**src/rtl/l2_arbiter.sv**
```systemverilog
// Shares one L2 port between NUM_REQ L1 requesters, using fixed or round-robin arbitration.
// Each transaction is tracked from grant to response. Every L2-facing and requester-facing output is registered.
module l2_arbiter #(
    parameter int NUM_REQ = 2,
    parameter int ADDR_W  = 32,
    parameter int LINE_W  = 256,
    parameter int RR_MODE = 1
) (
    input  logic                        clk,
    input  logic                        rst_n,
    input  logic [NUM_REQ-1:0]          req_read,
    input  logic [NUM_REQ-1:0]          req_write,
    input  logic [NUM_REQ*ADDR_W-1:0]   req_addr,
    input  logic [NUM_REQ*LINE_W-1:0]   req_wdata,
    output logic [LINE_W-1:0]           req_rdata,
    output logic [NUM_REQ-1:0]          req_resp,
    output logic [ADDR_W-1:0]           l2_addr,
    output logic [LINE_W-1:0]           l2_wdata,
    input  logic [LINE_W-1:0]           l2_rdata,
    output logic                        l2_read,
    output logic                        l2_write,
    input  logic                        l2_resp,
    output logic [$clog2(NUM_REQ)-1:0]  grant_id,
    output logic                        busy
);
    localparam int ID_W = $clog2(NUM_REQ);

    typedef enum logic [1:0] {
        S_IDLE,
        S_ISSUE,
        S_RESPOND
    } state_t;

    state_t            state_reg;
    logic              op_reg;          // 1 = write
    logic [ID_W-1:0]   rr_ptr_reg;

    logic [ADDR_W-1:0] addr_arr  [NUM_REQ];
    logic [LINE_W-1:0] wdata_arr [NUM_REQ];
    logic [NUM_REQ-1:0] active;

    genvar gi;
    generate
        for (gi = 0; gi < NUM_REQ; gi++) begin : g_unpack
            assign addr_arr[gi]  = req_addr[gi*ADDR_W +: ADDR_W];
            assign wdata_arr[gi] = req_wdata[gi*LINE_W +: LINE_W];
        end
    endgenerate

    assign active = req_read | req_write;

    // Round-robin: first active index above the pointer, otherwise wrap to the lowest active index
    logic [ID_W-1:0] winner;
    logic [ID_W-1:0] lowest_win;
    logic [ID_W-1:0] above_win;
    logic            any_above;

    always_comb begin
        lowest_win = '0;
        above_win  = '0;
        any_above  = 1'b0;
        for (int j = NUM_REQ - 1; j >= 0; j--) begin
            if (active[j]) begin
                lowest_win = ID_W'(j);
                if (j > int'(rr_ptr_reg)) begin
                    above_win = ID_W'(j);
                    any_above = 1'b1;
                end
            end
        end
        if ((RR_MODE != 0) && any_above) begin
            winner = above_win;
        end else begin
            winner = lowest_win;
        end
    end

    always_ff @(posedge clk or negedge rst_n) begin
        if (!rst_n) begin
            state_reg  <= S_IDLE;
            op_reg     <= 1'b0;
            rr_ptr_reg <= ID_W'(NUM_REQ - 1);
            req_rdata  <= '0;
            req_resp   <= '0;
            l2_addr    <= '0;
            l2_wdata   <= '0;
            l2_read    <= 1'b0;
            l2_write   <= 1'b0;
            grant_id   <= '0;
            busy       <= 1'b0;
        end else begin
            case (state_reg)
                S_IDLE: begin
                    req_resp <= '0;
                    if (|active) begin
                        state_reg <= S_ISSUE;
                        busy      <= 1'b1;
                        grant_id  <= winner;
                        l2_addr   <= addr_arr[winner];
                        op_reg    <= req_write[winner];
                        l2_write  <= req_write[winner];
                        l2_read   <= !req_write[winner];
                        if (req_write[winner]) begin
                            l2_wdata <= wdata_arr[winner];
                        end
                        if (RR_MODE != 0) begin
                            rr_ptr_reg <= winner;
                        end
                    end
                end
                S_ISSUE: begin
                    if (l2_resp) begin
                        state_reg <= S_RESPOND;
                        l2_read   <= 1'b0;
                        l2_write  <= 1'b0;
                        if (!op_reg) begin
                            req_rdata <= l2_rdata;
                        end
                        req_resp <= NUM_REQ'(1) << grant_id;
                    end
                end
                S_RESPOND: begin
                    state_reg <= S_IDLE;
                    req_resp  <= '0;
                    busy      <= 1'b0;
                end
                default: begin
                    state_reg <= S_IDLE;
                    req_resp  <= '0;
                    busy      <= 1'b0;
                    l2_read   <= 1'b0;
                    l2_write  <= 1'b0;
                end
            endcase
        end
    end

endmodule

```
**config.mk**
```make
export PLATFORM = sky130hd
export DESIGN_NAME = l2_arbiter
export DESIGN_NICKNAME = d
export VERILOG_FILES = /design/src/rtl/l2_arbiter.sv
export SDC_FILE = /design/constraint.sdc
export NUM_CORES = 1
export LEC_CHECK = 0
export BUFFER_PORTS_ARGS = -buffer_cell sky130_fd_sc_hd__buf_4
export CAP_MARGIN = 10
export CORE_AREA = 2 2 541 543
export CTS_BUF_LIST = sky130_fd_sc_hd__clkbuf_2 sky130_fd_sc_hd__clkbuf_4 sky130_fd_sc_hd__clkbuf_8
export DETAILED_ROUTE_END_ITERATION = 16
export DIE_AREA = 0 0 543 545
export GPL_TIMING_DRIVEN = 1
export HOLD_SLACK_MARGIN = 0.05
export PLACE_DENSITY = 0.34
export SYNTH_ARGS = -nofsm -noshare
export SYNTH_HDL_FRONTEND = slang
export SYNTH_SLANG_ARGS = --single-unit
```
**constraint.sdc**
```tcl
create_clock -name clk -period 2.34 [get_ports clk]
set_input_delay 0.117 -clock clk [delete_from_list [all_inputs] [get_ports clk]]
set_output_delay 0.117 -clock clk [all_outputs]
set_load 0.005 [all_outputs]
```
==> results of run 1 <==
cell usage after synthesis:
library cell and number:
a21o_1 1, a21oi_1 3, a22o_1 2, a31o_2 1
and2_1 1, buf_2 59, buf_4 5, buf_6 24
clkbuf_1 7, dfrtp_1 553, dfstp_2 1, inv_1 2
mux2_1 205, mux2_2 563, mux2i_1 33, nand2_1 34
nand2_2 1, nand2b_1 2, nor2_1 5, nor2_2 1
nor3_1 1, o21ai_0 5, o21ai_1 32, o31ai_2 1
or2_1 1
stage by stage:
| step | cell area, um2 | worst slack [ns] |
|---|---|---|
| global placement | 39700 | 0.189 |
| floorplan | 23900 | 0.601 |
| detailed placement | 39700 | 0.187 |
cells by family after synthesis:
family | Yosys count | share of synthesized area, %
buffers and inverters | 97 | 2.66
AOI/OAI and AO/OA | 45 | 1.03
DFF | 554 | 58.0
and+or+nand+nor | 46 | 0.790
muxes | 801 | 37.5
==> metrics, run 1 <==
post-DP HPWL=about 130 mm; CTS H-tree depth=3; Die Y=approximately 550 um; #FFs+latches synth=554; First Err=[ERROR RSZ-0060] Max buffer count reached.; Root Driver=clkbuf_8; Yosys top cell by area=dfrtp_1; Synth warnings=0; DP Cell Count=about 6,800; Sink Count=between 500 and 600; Initial Util=under 10%; hold buffer count at CTS=1,408; Num CTS Buffers=120; top cells by area, synth=dfrtp_1 58%, mux2_2 27%, mux2_1 9.7%; mapped cell area=0.0239 mm2; Mapped Avg Cell Area=roughly 15 um2; Net Count, Synth=about 2,400; clock tree buffer depth=4; IO Count=1,389; post-cts sizing count=0; RD Place Congestion=~0.88; register area share after synthesis=between 50% and 60%; post-CTS setup buffers=0; Site Rows=a little under 200; synth unique cells=25; outcome=stopped before the end; share of the synthesized area in the top cell type=57.9%; Failed at=clock tree synthesis; Mapped Cells=about 1,500; Die Span X=approximately 540 um; I/O Buffers=about 1,400
==> run 2, diff against run 1 <==
==> config.mk (replaced) <==
export PLATFORM = sky130hd
export DESIGN_NAME = l2_arbiter
export DESIGN_NICKNAME = d
export VERILOG_FILES = /design/src/rtl/l2_arbiter.sv
export SDC_FILE = /design/constraint.sdc
export NUM_CORES = 1
export LEC_CHECK = 0
export BUFFER_PORTS_ARGS = -buffer_cell sky130_fd_sc_hd__buf_4
export CAP_MARGIN = 10
export CORE_AREA = 2 2 547 549
export DETAILED_ROUTE_END_ITERATION = 16
export DIE_AREA = 0 0 549 551
export GPL_TIMING_DRIVEN = 1
export PLACE_DENSITY_LB_ADDON = 0.15
export SYNTH_ARGS = -nofsm -noshare
export SYNTH_HDL_FRONTEND = slang
export SYNTH_SLANG_ARGS = --single-unit
==> run 2 against run 1 <==
Net effect: area after synthesis unchanged; the run now ends clean; synthesized cell count unchanged.
==> metrics, run 2 <==
outcome=complete, no violations (was stopped before the end); synth unique cells=25 (unchanged); Post-synth top cells=563 x mux2_2, 553 x dfrtp_1, 205 x mux2_1, 59 x buf_2, 34 x nand2_1 (unchanged); clk slew on worst S/H paths=0.06 ns; commonest non-fill, non-tap cells in the layout=1,461 x buf_4, 842 x dlygate4sd3_1, 563 x mux2_2, 553 x dfrtp_1, 205 x mux2_1; die area=~0.30 mm2; setup TNS=0 ns; Adder-Cell Fraction of Synth Area=0% (unchanged); IO Count=1,389 (unchanged); Main synth FF type=dfrtp_1 (unchanged); mux cell area share after synthesis=37.5% (unchanged); largest registers=l2_wdata (256), req_rdata (256), l2_addr (32); Final min period=~2.2 ns; Worst setup SP type=register; Sink Count=554 (unchanged); Crit path top cell by count=dlygate4sd3_1; clock tree buffer depth=4 (unchanged); Clock Skews=approximately 0.036 ns; largest net degree at the start of global routing=74; simple-gate area share of the yosys netlist=0.790% (unchanged); clock share of power=between 20% and 30%; Initial Util=8.07% (was 8.24%); Flop pwr share=32.0%; CORE AREA=0.296 mm2; RD Place Congestion=0.798 (was 0.883); DR vias/cell=between 2 and 3; critical path, cell by cell=nand2_1 > o21ai_2 > nor2_4 > dlygate4sd3_1 > a21o_1 > dlygate4sd3_1; top cells by area, synth=dfrtp_1 58%, mux2_2 27%, mux2_1 9.7% (unchanged); EDFF count, synth=0 (unchanged); Pre-antenna DRT Iters=4; initial antenna violation count=roughly 110; setup violators final=0; crit path to=op_reg; vias in the first global route=about 25,000; commonest non-fill, non-tap cell in the layout=buf_4; global-route wire length before repair=between 200 and 250 mm; Worst setup EP type=register; P&R area growth vs syn=113%; CTS H-tree depth=3 (unchanged); Setup CP Type=reg2reg; Routed wire per std cell=about 21 um; reg2reg start=rr_ptr_reg; Net Count, Synth=2,382 (unchanged); Num CTS Buffers=84 (was 120); Post-Place Worst Slack=0.0984 ns (was 0.187 ns); Post-DP Area=0.0398 mm2 (was 0.0397 mm2); setup ws final=just over 0.1 ns; Worst R2R End=op_reg; #FFs+latches synth=554 (unchanged); Worst-Margin Slew=between 0.6 and 0.7 ns; Filler cells=~33,000; Die Span X=549 um (was 543 um); Site Rows=200 (was 198); Slew HR=55.2%; max incr delay on CP=approximately 0.57 ns; mapped cell area=0.0239 mm2 (unchanged); RSZ-0062 raised after global routing=false; number of max-cap violations=0; Final Cycle Share=about 96%; CTS tree=built; Pleak=about 22 nW; post-DP HPWL=137 mm (was 133 mm); Yosys top cell by area=dfrtp_1 (unchanged); register area share after synthesis=58.0% (unchanged); Mapped Cells=1,543 (unchanged); layout cells sized above 1=55.5%; Final ANT Viol Nets=0; Design Area, Final=just over 0.05 mm2; Root Driver=clkbuf_16 (was clkbuf_8); Combinational Power Share=45.0%; Mapped Avg Cell Area=15.5 um2 (unchanged); WP data required=~3 ns; share of the synthesized area in the top cell type=57.9% (unchanged); P_sw=between 0.015 and 0.02 W; Reg2Reg Setup Slack=roughly 0.1 ns; WP data arrival=2.88 ns; Nets=roughly 4,700; Initial DRC Count=about 650; sw frac=roughly a third; CP max FO=4; Via Count=about 22,000; Clk Latency, worst-skew pair=just under 0.8 ns; Total Routing Usage GR=a little over a tenth; Final Slew Violations=0; most frequent cell after synthesis=mux2_2 (unchanged); Compound-Gate Fraction of Synth Area=1.03% (unchanged); DRT Wirelength=approximately 170 mm; largest family of logic cells by synthesized area=multiplexers (unchanged); Die Y=551 um (was 545 um); Finished Core Util=roughly 17%; Cell Int Power=between 0.03 and 0.04 W; xor/xnor cell area share of the yosys netlist=0% (unchanged); source of the critical timing path=rr_ptr_reg; DRC Markers=0; PwrDens=about 1100 mW/mm2; I/O Buffers=1,388 (unchanged); GR Overflow Total=0; worst vdd ir=around 0.00056 V; Tightest Hold Check Type=in2reg; max frequency=~450 MHz; ys async rst share=100% (unchanged); endpoints failing hold=0; Synth warnings=0 (unchanged); crit path max-delay cell type=dlygate4sd3_1; depth of the most critical reg-to-reg path=6
-- run 2: cell families after synthesis --
group | count (synthesis)
AO/OA/AOI/OAI | 45
buffers and inverters | 97
flip-flops | 554
multiplexers | 801
AND/OR/NAND/NOR | 46
-- run 2: area by class of cell --
class	instances	area (um2)	area share, %
clock buffer	125	2410	4.72
timing repair buffer	2332	20000	39.2
clock inverter	16	236	0.464
antenna	43	108	0.211
multi-input combinational	892	9450	18.5
inverter	2	7.51	0.0147
sequential	554	13900	27.2
tap	3939	4930	9.67
-- run 2: power by group through the flow --
stage | registers, W | logic (W) | clock network (W)
2_1_floorplan | 0.0174 | 0.00913 | 0
3_3_place_gp | 0.0179 | 0.0244 | 0
3_5_place_dp | 0.0179 | 0.0243 | 0
4_1_cts | 0.0179 | 0.0257 | 0.0135
5_1_grt | 0.0184 | 0.0269 | 0.0138
6_report | 0.0177 | 0.0249 | 0.0128
-- run 2: worst min-delay path by stage --
stage,from,endpoint,cells past startpoint
4_1_cts,l2_rdata[62],req_rdata[62],3
3_5_place_dp,rst_n,l2_wdata[252],1
5_1_grt,l2_rdata[102],req_rdata[102],3
6_report,l2_rdata[62],req_rdata[62],3
3_3_place_gp,rst_n,l2_wdata[252],1
2_1_floorplan,rst_n,busy,0
-- run 2: timing repair --
item	4_1_cts	5_1_grt
resized for setup	0	1
setup buffers	0	1
setup endpoints to repair	0	5
hold buffers	843	0
endpoints found under the hold margin	1107	0
-- run 2: through the flow --
stage          std cells  power [W]  hold slack (ns)
3_3_place_gp        6875     0.0423            0.217
3_5_place_dp        6875     0.0422            0.226
5_1_grt             7883     0.0592           0.0427
6_report            7903     0.0554            0.118
2_1_floorplan       1543     0.0266           -0.179
4_1_cts             7859     0.0571          0.00703
-- run 2: routing by layer --
layer	share of wire, %	vias to the layer above	wire, um	track usage (%)
li1	-	10259	-	-
met4	2.2	42	3690	2.50
met3	9.5	232	15800	4.10
met2	48	1103	80100	18.1
met5	0.16	-	272	0
met1	40	10849	65800	12.2
-- run 2: worst max-delay path, delay by kind of cell, from the launching register on --
kind	cells	cell delay (ns)
and+or+nand+nor	2	0.14
DFF	1	0.55
AOI/OAI and AO/OA	2	0.31
buffers and inverters	2	1.11
(Power assumes the default switching activity.)
==> run 3, diff against run 2 <==
--- a/config.mk
+++ b/config.mk
@@ -7,9 +7,10 @@
 export LEC_CHECK = 0
 export BUFFER_PORTS_ARGS = -buffer_cell sky130_fd_sc_hd__buf_4
 export CAP_MARGIN = 10
-export CORE_AREA = 2 2 547 549
+export CORE_AREA = 2 2 537 539
 export DETAILED_ROUTE_END_ITERATION = 16
-export DIE_AREA = 0 0 549 551
+export DIE_AREA = 0 0 539 541
+export GPL_ROUTABILITY_DRIVEN = 1
 export GPL_TIMING_DRIVEN = 1
 export PLACE_DENSITY_LB_ADDON = 0.15
 export SYNTH_ARGS = -nofsm -noshare
==> run 3 against run 2 <==
Net effect: power fell by 0.49%; non-clock buffer count is 2 higher; count of clock-buffer cells in the layout did not move; sequential share of layout area about the same; first-iteration DRC count rose by 19%; cell area about the same; core utilization is 0.58 points higher; setup slack better by 0.051 ns; final cell count down 2.0%; critical path type unchanged; register-to-register slack better by 0.05 ns.
==> metrics, run 3 (synthesis gave the netlist of run 2 again) <==
Routed wire per std cell=20.8 um (was 21.0 um); CTS tree=built (unchanged); Pleak=22.1 nW (was 22.0 nW); Die Span X=539 um (was 549 um); DP Cell Count=6,715 (was 6,875); Nets=4,708 (was 4,705); commonest non-fill, non-tap cells in the layout=1,456 x buf_4, 847 x dlygate4sd3_1, 563 x mux2_2, 553 x dfrtp_1, 205 x mux2_1 (was 1,461 x buf_4, 842 x dlygate4sd3_1, 563 x mux2_2, 553 x dfrtp_1, 205 x mux2_1); Post-DP Area=0.0396 mm2 (was 0.0398 mm2); Tightest Hold Check Type=in2reg (unchanged); largest registers=l2_wdata (256), req_rdata (256), l2_addr (32) (unchanged); DR vias/cell=2.92 (was 2.85); initial antenna violation count=87 (was 108); Final min period=2.19 ns (was 2.24 ns); setup violators final=0 (unchanged); P&R area growth vs syn=113% (about the same); worst vdd ir=0.000704 V (was 0.000562 V); clk slew on worst S/H paths=0.05 ns (was 0.06 ns); Slew HR=43.4% (was 55.2%); Clk Latency, worst-skew pair=0.78 ns (was 0.77 ns); number of max-cap violations=0 (unchanged); commonest non-fill, non-tap cell in the layout=buf_4 (unchanged); setup TNS=0 ns (unchanged); Num CTS Buffers=85 (was 84); Total Routing Usage GR=10.7% (was 10.5%); CTS H-tree depth=3 (unchanged); Pre-antenna DRT Iters=4 (unchanged); Finished Core Util=17.8% (was 17.2%); GR Overflow Total=0 (unchanged); die area=0.292 mm2 (was 0.302 mm2); CORE AREA=0.286 mm2 (was 0.296 mm2); Site Rows=197 (was 200); Design Area, Final=0.0509 mm2 (was 0.0510 mm2); layout cells sized above 1=55.5% (about the same); WP data required=3.00 ns (was 2.99 ns); DRT Wirelength=161 mm (was 166 mm); Clock Skews=0.0494 ns (was 0.0358 ns); Root Driver=clkbuf_16 (unchanged); Final ANT Viol Nets=0 (unchanged); largest net degree at the start of global routing=50 (was 74); Final Cycle Share=93.5% (was 95.7%); Die Y=541 um (was 551 um); post-CTS setup buffers=0 (unchanged); Initial Util=8.35% (was 8.07%); Initial DRC Count=770 (was 648); post-DP HPWL=132 mm (was 137 mm); I/O Buffers=1,388 (unchanged); max frequency=457 MHz (was 447 MHz); Via Count=22,606 (was 22,485); Final Slew Violations=0 (unchanged); DRC Markers=0 (unchanged); global-route wire length before repair=217 mm (was 219 mm); outcome=complete, no violations (unchanged); clock tree buffer depth=4 (unchanged); WP data arrival=2.85 ns (was 2.88 ns); RSZ-0062 raised after global routing=false (unchanged); PwrDens=1080 mW/mm2 (was 1090 mW/mm2); IO Count=1,389 (unchanged); CP max FO=17 (was 4); Setup CP Type=reg2reg (unchanged); Worst setup EP type=register (unchanged); endpoints failing hold=0 (unchanged); Worst-Margin Slew=0.850 ns (was 0.673 ns); non-filler instance count after layout=7,745 (was 7,903); vias in the first global route=25,438 (was 25,423); Sink Count=554 (unchanged); Worst setup SP type=register (unchanged); RD Place Congestion=0.815 (was 0.798)
run 3: worst paths after layout:
check,startpoint,endpoint,slack (ns),cells past startpoint
setup / recovery,rr_ptr_reg,l2_wdata[219],0.15,6
hold / removal,req_read[1],grant_id,0.11,4
setup reg to reg,rr_ptr_reg,l2_wdata[219],0.15,6
hold reg to reg,l2_addr[25],l2_addr[25],0.48,2
max in group asynchronous,rst_n,req_rdata[79],0.90,4
min in group asynchronous,rst_n,l2_wdata[156],0.58,3
run 3: what timing repair did:
item | CTS | global route
gates resized for setup | 0 | 0
hold buffers | 848 | 0
hold endpoints to repair | 912 | 0
endpoints found under the setup margin | 0 | 0
run 3: final cells by class:
class                           count  area [um2]
Sequential cell                   554       13900
Clock buffer                      125        2480
Antenna cell                       39        97.6
Clock inverter                     18         289
Tap cell                         3781        4730
Fill cell                       31789      235000
Timing Repair Buffer             2334       20000
Multi-Input combinational cell    892        9450
Inverter                            2        7.51
run 3: critical path, stage by stage, from the launching register on:
cell     delay (ns)
dfstp_2        0.55
o21ai_1        0.16
nand2_8        0.28
buf_12         0.22
buf_12         0.18
mux2_1         0.34
mux2_2         0.26
run 3: layer usage:
layer	vias to the layer above	global-route usage (%)	wire length (um)
li1	10278	-	-
met1	10943	11.5	60500
met2	1063	19.4	82300
met3	260	4.13	13500
met4	62	2.64	4060
met5	-	0	416
run 3: stage by stage:
stage                     hold WS, ns  total power (W)  setup slack (ns)
after floorplan                -0.179           0.0266             0.601
after detailed placement        0.233           0.0416            0.0937
after CTS                    0.000161           0.0569            0.0895
final                           0.110           0.0551             0.152
after global routing           0.0283           0.0589            0.0238
after global placement          0.240           0.0416             0.115
run 3: report_power, final:
part           leakage, nW  internal [W]  total, W  switching (W)
clock                 1.35       0.00796    0.0132        0.00521
sequential            6.56        0.0146    0.0176        0.00302
combinational         14.2        0.0144    0.0244        0.00998
==> run 4, diff against run 3 <==
==> constraint.sdc (replaced) <==
create_clock -name clk -period 2.34 [get_ports clk]
set_input_delay 0.468 -clock clk [delete_from_list [all_inputs] [get_ports clk]]
set_output_delay 0.468 -clock clk [all_outputs]
set_load 0.005 [all_outputs]
==> run 4 against run 3 <==
Net effect: first-iteration DRC count shrank 25%; sequential power is essentially flat; routed wire length shrank 1.0%; count of clock-buffer cells in the layout grew 2; cell area shrank 3.4%; maximum frequency shrank 0.87%; sequential share of layout area grew 0.96 points.
==> metrics, run 4 (synthesis gave the netlist of run 2 again) <==
Die Y=541 um (unchanged); CTS tree=built (unchanged); Routed wire per std cell=21.0 um (was 20.8 um); Slew HR=65.9% (was 43.4%); WHS Endpoint=l2_wdata[213] (was grant_id); Finished Core Util=17.2% (was 17.8%); GR Overflow Total=0 (unchanged); post-CTS setup buffers=0 (unchanged); DR vias/cell=2.89 (was 2.92); Reg area=0.0139 mm2 (unchanged); Post-Place Worst Slack=-0.130 ns (was 0.0937 ns); max frequency=453 MHz (was 457 MHz); Pre-antenna DRT Iters=4 (unchanged); setup violators final=0 (unchanged); Filler cells=31,902 (was 31,789); largest registers=l2_wdata (256), req_rdata (256), l2_addr (32) (unchanged); Die Span X=539 um (unchanged); CORE AREA=0.286 mm2 (unchanged); Worst R2R End=l2_wdata[146] (was l2_wdata[219]); largest net degree at the start of global routing=74 (was 50); PwrDens=1120 mW/mm2 (was 1080 mW/mm2); Final min period=2.21 ns (was 2.19 ns); commonest non-fill, non-tap cells in the layout=1,449 x buf_4, 677 x dlygate4sd3_1, 563 x mux2_2, 553 x dfrtp_1, 205 x mux2_1 (was 1,456 x buf_4, 847 x dlygate4sd3_1, 563 x mux2_2, 553 x dfrtp_1, 205 x mux2_1); post-DP HPWL=133 mm (was 132 mm); depth of the most critical reg-to-reg path=6 (unchanged); Total Routing Usage GR=10.6% (was 10.7%); CP max FO=13 (was 17); Initial DRC Count=580 (was 770); Site Rows=197 (unchanged); Worst-Margin Slew=0.511 ns (was 0.850 ns); Via Count=21,912 (was 22,606); Nets=4,533 (was 4,708); Worst setup SP type=register (unchanged); Min-Delay Startpoint=req_wdata[469] (was req_read[1]); endpoints failing hold=0 (unchanged); I/O Buffers=1,388 (unchanged); outcome=complete, no violations (unchanged); Final ANT Viol Nets=0 (unchanged); Setup CP Type=reg2reg (unchanged); P&R area growth vs syn=106% (was 113%); Clk Latency, worst-skew pair=0.77 ns (was 0.78 ns); vias in the first global route=24,778 (was 25,438); hold depth=3 (was 4); reg2reg start=rr_ptr_reg (unchanged); Clock Skews=0.0548 ns (was 0.0494 ns); Worst setup EP type=register (unchanged); Tightest Hold Check Type=in2reg (unchanged); Num CTS Buffers=86 (was 85); WP data arrival=2.81 ns (was 2.85 ns); clock tree buffer depth=4 (unchanged); number of max-cap violations=0 (unchanged); CTS H-tree depth=3 (unchanged); DRT Wirelength=159 mm (was 161 mm); WP data required=2.94 ns (was 3.00 ns); clk slew on worst S/H paths=0.05 ns (about the same); initial antenna violation count=98 (was 87); commonest non-fill, non-tap cell in the layout=buf_4 (unchanged); IO Count=1,389 (unchanged); RSZ-0062 raised after global routing=false (unchanged); die area=0.292 mm2 (unchanged); Pleak=21.4 nW (was 22.1 nW); Final Slew Violations=0 (unchanged); global-route wire length before repair=214 mm (was 217 mm); Final Cycle Share=94.3% (was 93.5%); DRC Markers=0 (unchanged); Sink Count=554 (unchanged); Hold WS=0.103 ns (was 0.110 ns); worst vdd ir=0.000521 V (was 0.000704 V); Multi-input gate area=0.00945 mm2 (about the same); Root Driver=clkbuf_16 (unchanged); setup ws final=0.133 ns (was 0.152 ns); Initial Util=8.35% (unchanged); layout cells sized above 1=58.0% (was 55.5%); RD Place Congestion=0.814 (was 0.815); Reg2Reg Setup Slack=0.13 ns (was 0.15 ns)
run 4: changes by cell type in the layout (fill, tap and decap cells not counted), moves of 2 or more:
cell           change
buf_4              -7
dlygate4sd3_1    -170
diode_2            -2
inv_6              +2
run 4: layout make-up:
type / count / area share (%)
Clock buffer: 127 / 5.07
Antenna cell: 37 / 0.188
Sequential cell: 554 / 28.2
Clock inverter: 19 / 0.549
Tap cell: 3781 / 9.62
Timing Repair Buffer: 2158 / 37.2
Multi-Input combinational cell: 892 / 19.2
Inverter: 2 / 0.0153
run 4: what timing repair did:
item,in CTS,in global routing
hold buffers,677,0
setup endpoints to repair,42,0
endpoints found under the hold margin,737,0
resized for setup,1,0
run 4: worst max-delay path, stage by stage, from the launching register on:
cell and delay (ns):
dfstp_2 0.57, o21ai_1 0.17, nand2_8 0.26, buf_4 0.28, buf_12 0.17, mux2_1 0.32, mux2_2 0.26
run 4: how the worst max path moves through the flow:
stage                            start       endpoint  depth (start not counted)
after floorplan           req_write[1]  l2_wdata[250]                          7
after global placement    req_write[0]  l2_wdata[175]                          7
after detailed placement  req_write[0]  l2_wdata[175]                          7
after CTS                   rr_ptr_reg   l2_wdata[67]                          6
after global routing        rr_ptr_reg   l2_wdata[67]                          6
final                       rr_ptr_reg  l2_wdata[146]                          6
run 4: power breakdown:
part           switching [W]  leakage [nW]  internal (W)  total, W
clock network        0.00516          1.36       0.00799    0.0131
registers            0.00299          6.56        0.0146    0.0176
logic                 0.0100          13.5        0.0142    0.0242
total                 0.0182          21.4        0.0368    0.0549
run 4: metal layers:
metal / share of wire, % / vias up / routed length [um] / GRT usage, %
met5: 0.26 / - / 418 / 0
met4: 2.5 / 62 / 4020 / 2.84
met3: 8.3 / 255 / 13300 / 4.04
met2: 52 / 1042 / 82000 / 19.2
met1: 37 / 10635 / 59400 / 11.3
li1: - / 9918 / - / -
run 4: metrics by stage:
stage	cells	power [W]	instance area, um2	TNS [ns]
floorplan	1543	0.0266	23900	0
global placement	6710	0.0417	39600	-5.86
detailed placement	6710	0.0417	39600	-7.50
CTS	7533	0.0567	49100	0
global route	7552	0.0586	49200	0
finish	7570	0.0549	49200	0
